===== src/rtl/ram_sync_buf.sv =====
// Synchronous word buffer RAM with a req/ack access port and a hardware
// clear sequencer that zeroes every word after reset or on command.
// Reads are registered (1-cycle latency), so the array maps onto block RAM.
module ram_sync_buf #(
  parameter int WIDTH          = 12,
  parameter int AWIDTH         = 8,
  parameter int DEPTH          = 256,
  parameter int CLEAR_ON_RESET = 1
) (
  input  logic              clk,
  input  logic              reset,
  input  logic              clear,
  output logic              busy,
  input  logic              req,
  input  logic              we,
  input  logic [AWIDTH-1:0] addr,
  input  logic [WIDTH-1:0]  wdata,
  output logic [WIDTH-1:0]  rdata,
  output logic              ack
);

  typedef enum logic {S_CLEAR, S_IDLE} state_e;

  localparam state_e            RST_STATE = (CLEAR_ON_RESET != 0) ? S_CLEAR : S_IDLE;
  localparam logic [AWIDTH-1:0] LAST      = AWIDTH'(DEPTH - 1);

  state_e              state_q, state_d;
  logic [AWIDTH-1:0]   ctr_q, ctr_d;
  logic                ack_q, ack_d;
  logic [WIDTH-1:0]    rdata_q, rdata_d;

  logic [WIDTH-1:0]    mem [DEPTH];
  logic                mem_we;
  logic [AWIDTH-1:0]   mem_waddr;
  logic [WIDTH-1:0]    mem_wdata;
  logic [WIDTH-1:0]    mem_rd;
  logic                in_range;
  logic                acc;

  // A full-size array has no unmapped addresses, so skip the compare there.
  generate
    if (DEPTH >= (1 << AWIDTH)) begin : g_full
      assign in_range = 1'b1;
    end else begin : g_part
      localparam logic [AWIDTH:0] DEPTH_W = (AWIDTH + 1)'(DEPTH);
      assign in_range = ({1'b0, addr} < DEPTH_W);
    end
  endgenerate

  assign mem_rd = mem[addr];
  // A held req is not taken again in its own ack cycle: max one access per 2 clocks.
  assign acc    = (state_q == S_IDLE) && req && !clear && !ack_q;

  // Next-state, clear counter, access decode and memory write-port mux.
  always_comb begin
    state_d   = state_q;
    ctr_d     = ctr_q;
    ack_d     = 1'b0;
    rdata_d   = rdata_q;
    mem_we    = 1'b0;
    mem_waddr = ctr_q;
    mem_wdata = '0;

    if (clear) begin
      state_d = S_CLEAR;
      ctr_d   = '0;
    end else if (state_q == S_CLEAR) begin
      if (ctr_q == LAST) begin
        state_d = S_IDLE;
        ctr_d   = '0;
      end else begin
        ctr_d = ctr_q + 1'b1;
      end
    end

    // Zero one word per cycle while clearing; a restart just rewrites a zero.
    if (state_q == S_CLEAR) begin
      mem_we = 1'b1;
    end

    if (acc) begin
      ack_d = 1'b1;
      if (we) begin
        rdata_d   = wdata;
        mem_we    = in_range;
        mem_waddr = addr;
        mem_wdata = wdata;
      end else begin
        rdata_d = in_range ? mem_rd : '0;
      end
    end
  end

  // Control and output registers; reset drops ack/rdata without a clock.
  always_ff @(posedge clk or posedge reset) begin
    if (reset) begin
      state_q <= RST_STATE;
      ctr_q   <= '0;
      ack_q   <= 1'b0;
      rdata_q <= '0;
    end else begin
      state_q <= state_d;
      ctr_q   <= ctr_d;
      ack_q   <= ack_d;
      rdata_q <= rdata_d;
    end
  end

  // Storage array: no reset so it stays a plain block RAM.
  always_ff @(posedge clk) begin
    if (mem_we) begin
      mem[mem_waddr] <= mem_wdata;
    end
  end

  assign busy  = (state_q == S_CLEAR);
  assign ack   = ack_q;
  assign rdata = rdata_q;

endmodule

===== config.mk =====
export PLATFORM = sky130hd
export DESIGN_NAME = ram_sync_buf
export DESIGN_NICKNAME = d
export VERILOG_FILES = /design/src/rtl/ram_sync_buf.sv
export SDC_FILE = /design/constraint.sdc
export NUM_CORES = 2
export LEC_CHECK = 0
export ABC_AREA = 1
export CORE_MARGIN = 2
export CORE_UTILIZATION = 50
export DETAILED_ROUTE_END_ITERATION = 10
export PLACE_DENSITY = 0.67
export SLEW_MARGIN = 10
export SYNTH_ARGS = -nofsm -noshare
export SYNTH_HDL_FRONTEND = slang
export SYNTH_SLANG_ARGS = --single-unit

===== constraint.sdc =====
create_clock -name clk -period 5.5 [get_ports clk]
set_clock_uncertainty 0.2 [all_clocks]
set_input_delay 1.1 -clock clk [delete_from_list [all_inputs] [get_ports clk]]
set_output_delay 1.1 -clock clk [all_outputs]
set_load 0.01 [all_outputs]

Word level (Yosys, flattened, before mapping):

Memories as Yosys holds them, arrays and structs flattened. A register that Yosys moved wholly into a read port is not among the register bits.
Index checks and enable logic that the tools add are counted.

* add/sub/neg operators: 1
* equal/unequal tests: 2
* multiplexer cells: 16
* bitwise operators: 1
* reduce and logical (&&, ||, !) cells: 5

Operators by type and width (number)
* 2-to-1 mux 8 bit: 5
* 2-to-1 mux 12 bit: 2
* 2-to-1 mux 1 bit: 9
* adder 8 x 1 -> 8 bit, second input constant: 1
* == test 8 bit, second input constant: 1
* logical AND 1 bit: 3
* logical NOT 1 bit: 2
* != test 2 bit, second input constant: 1
* NOT 1 bit: 1

* register bits: 10
* bits in writable memories: 3072
* output and inout bits: 14
* logic and storage cells: 29
* memories: 1

Memory list
* mem: depth 256, bits a word 12, read ports 1, clocked after memory_dff 1, wr ports 1, RTL line 32 `logic [WIDTH-1:0] mem [DEPTH];`

Depth between registers and ports, before layout:

* word-level depth: 6
* gate-level depth with buffers: 17

Worst setup path after synthesis:

Ideal clock, no wire load.

* path type: input port to flip-flop
* start: input port clear
* end: memory mem[0][10] (data pin)
* library setup time: 772 ps
* arrival: 4950 ps
* required time: 4528 ps
* path slack: -422 ps
* cell stages on the path: 9
* path through: inv_2 nand2_2 nor3_4 nand2_2 buf_6 inv_1 clkbuf_1 nand2_1 inv_1

* word-level cells in the longest chain between the ends: 4

Ends and longest elaborated chain
* from (decl): RTL line 12 `input logic clear,`
* logical NOT 1 bit: RTL line 52 `assign acc = (state_q == S_IDLE) && req && !clear && !ack_q;`
* logical AND 1 bit (2 in a row): RTL line 52
* net acc: RTL line 38 `logic acc;`
* 2-to-1 mux 12 bit: RTL line 81 `if (acc) begin`
* net mem_wdata[10]: RTL line 35 `logic [WIDTH-1:0] mem_wdata;`
* to (decl): RTL line 32

The timed path passes the listed nets, and every way through them passes these cells.

Final worst setup path:

* start: input port clear
* end: memory mem[42][6], enable pin

* word-level cells in the longest chain between the ends: 6

Ends and longest elaborated chain
* logical NOT 1 bit *: RTL line 52
* logical AND 1 bit * (2 in a row): RTL line 52
* net acc: RTL line 38
* 2-to-1 mux 1 bit: RTL line 81
* 2-to-1 mux 1 bit: RTL line 111 `if (mem_we) begin`
* 2-to-1 mux 1 bit (implied by the code): RTL line 112 `mem[mem_waddr] <= mem_wdata;`

The timed path passes the listed nets; every way through them passes the cells marked *.

==> reports/metrics.cfg <==
[layout]
fill_cells=19800
final_area_mm2=0.142
layout_common_cells=nand2_1 (3368), edfxtp_1 (3072), nand3_1 (2975)
multiInputGateArea_mm2=0.0289
syn_to_final_growth_pct=13.6
mostFrequentLayoutCell=nand2_1
drive_gt1_share_pct=8.96
nNetsFinal=10700
regArea_mm2=0.0928

[logic_synthesis]
syn_nets=10600
synth.area.top_cells=edfxtp_1 (74%), nand3_1 (12%), nand2_1 (10%), clkbuf_1 (1.4%), nor2_1 (0.86%)
seq_area_frac_synth_pct=74.3
synth_ff_type=edfxtp_1
yosys_warnings=0
yosys_register_bits=3094
synth-edff-count=3072
synth_cell_types=27
synth_area_mm2=0.125
syn_avg_cell_area_um2=11.8
ys_async_sr_fraction_pct=0.711
yosysTopAreaCell=edfxtp_1
synth_top_area_share_pct=73.9
synth_cells=10600

[global_routing]
grt_pass1_wl_um=519000
antenna_found_initial=10
grt_use_total_pct=27.6
overflow=0
grt_max_degree=188
first_global_vias=79200

[placed_design]
place.gp.congestion=0.936
hpwl_um=209000
placed_area_mm2=0.132
io_buffers=38

[pwr]
ir_drop_v=0.000368
power.density_mw_per_mm2=347
cellLeakagePower_nw=53.7

[floorplan]
core_area_mm2=0.248
fp.dieArea_mm2=0.254
rows=183
initial_core_util_pct=50.2
die_w_um=504
die_y_um=504
io_pins=39

[sta]
slew_viol_final=0
rsz0062_at_grt=false
hold_viol=0
setup_viol=0
layout_min_cycle_time_ns=4.23
worstMarginPinSlew_ns=1.15
fin_hold_ws_ns=0.346
slew_headroom_pct=23.4
fin_crit_sh_pct=76.9
fmax_mhz=236

[critical_path]
start_kind=primary input
worstPathArrival_ns=4.66
critPathMaxFanout=19
critPathCaptureType=flop
crit_start=clear
reg2reg_from=state_q
crit_type=in2reg
worstPathRequired_ns=5.93
reg2reg_slack_ns=1.66

[clocking]
cts.clk_slew.worst_paths_ns=0.06
cts_tree=done
cts_buffers=324
clk_latency_ns=0.92
cts_hold_buf=0
post_cts_buffers=0
cts_buffer_depth=4
clock_sinks=3094
cts_resized=0
cts_max_level=5
cts_root_buf=clkbuf_16

[detailed_routing]
totalWireLength_um=353000
vias_per_cell=5.89
first_pass_iters=6
detail_route.wl_per_cell_um=24.8
via_count=84100
drcViolationCount=0
drtAntennaViolNets=0
drt-initial-drc-count=11800

[run]
maxCapViolCount=0

[worst_hold_path]
min_from=rdata[3]
hp-class=reg2reg

[status]
status=completed

[kinds of logic after synthesis]
kind of cell / synth area share, %
AO/OA/AOI/OAI: 0.101
XOR/XNOR: 0.0351
adder cells (fa/ha/maj): 0.0100
buffers and inverters: 2.50
flip-flops: 74.3
AND/OR/NAND/NOR: 23.0
[Yosys cell counts, types with 2 or more instances]
| master | instances |
|---|---|
| nand2_1 | 3382 |
| edfxtp_1 | 3072 |
| nand3_1 | 2975 |
| clkbuf_1 | 461 |
| nor2_1 | 287 |
| buf_2 | 130 |
| buf_1 | 123 |
| inv_1 | 60 |
| dfrtp_1 | 22 |
| o22ai_1 | 6 |
| o21ai_1 | 5 |
| inv_2 | 4 |
| o21ai_0 | 4 |
| xor2_1 | 4 |
| nor3_1 | 3 |
| o21ai_2 | 3 |
| a21oi_1 | 2 |
| buf_4 | 2 |
| clkinv_1 | 2 |
| nand2_2 | 2 |
[per-stage QoR]
stage | util (%) | std cells | setup slack, ns | total power [mW] | TNS [ns]
4_1_cts | 57.1 | 14300 | 1.37 | 49.3 | 0
3_3_place_gp | 53.0 | 13700 | 0.317 | 28.3 | 0
5_1_grt | 57.1 | 14300 | 1.10 | 50.3 | 0
6_report | 57.1 | 14300 | 1.27 | 49.1 | 0
3_5_place_dp | 53.0 | 13700 | 0.388 | 28.3 | 0
2_1_floorplan | - | 10600 | -0.113 | 27.4 | -57.70
[layer usage]
metal / wire length [um] / GRT usage [%] / vias up
li1: - / - / 37700
met1: 137000 / 38.5 / 41000
met2: 162000 / 42.3 / 4678
met3: 38600 / 5.80 / 740
met4: 16300 / 12.0 / 6
met5: 38 / 0 / -
[path summary, 6_finish.rpt]
path | cells past startpoint | end
min in group asynchronous | 3 | rdata[3]
setup / recovery | 14 | mem[42][6]
max in group asynchronous | 3 | ctr_q[5]
setup reg to reg | 12 | mem[42][6]
hold reg to reg | 2 | rdata[3]
hold / removal | 2 | rdata[3]
[flip-flops by register name (all words and copies together), names as in the netlist]
register,count
ack,1
ctr_q,8
mem,3072
rdata,12
state_q,1
[final cells by class]
| class | count | area share (%) |
|---|---|---|
| diodes | 6 | 0.0106 |
| clock buffers | 385 | 6.00 |
| clock inverters | 169 | 1.16 |
| inverters | 66 | 0.233 |
| multi-input cells | 6679 | 20.4 |
| flip-flops and latches | 3094 | 65.5 |
| well taps | 3330 | 2.94 |
| repair buffers | 533 | 3.78 |
[worst max-delay path, cell delays in order]
cell,delay [ns]
clkdlybuf4s50_1,0.57
inv_2,0.17
nand2_2,0.13
nor3_4,0.17
nand2_2,0.28
o21ai_1,0.40
inv_1,0.10
nor2_1,0.09
inv_1,0.08
nor2_1,0.16
nand2_2,0.48
buf_4,0.40
nor2_1,0.23
buf_4,0.27
[report_power, final]
part / internal, mW / leakage (nW) / switching (mW) / total [mW]
clock: 12.5 / 4.98 / 8.75 / 21.2
combinational: 0.586 / 13.7 / 1.72 / 2.31
sequential: 25.6 / 35.0 / 0.0218 / 25.6
Note: power is estimated with default switching activity, not from simulation.
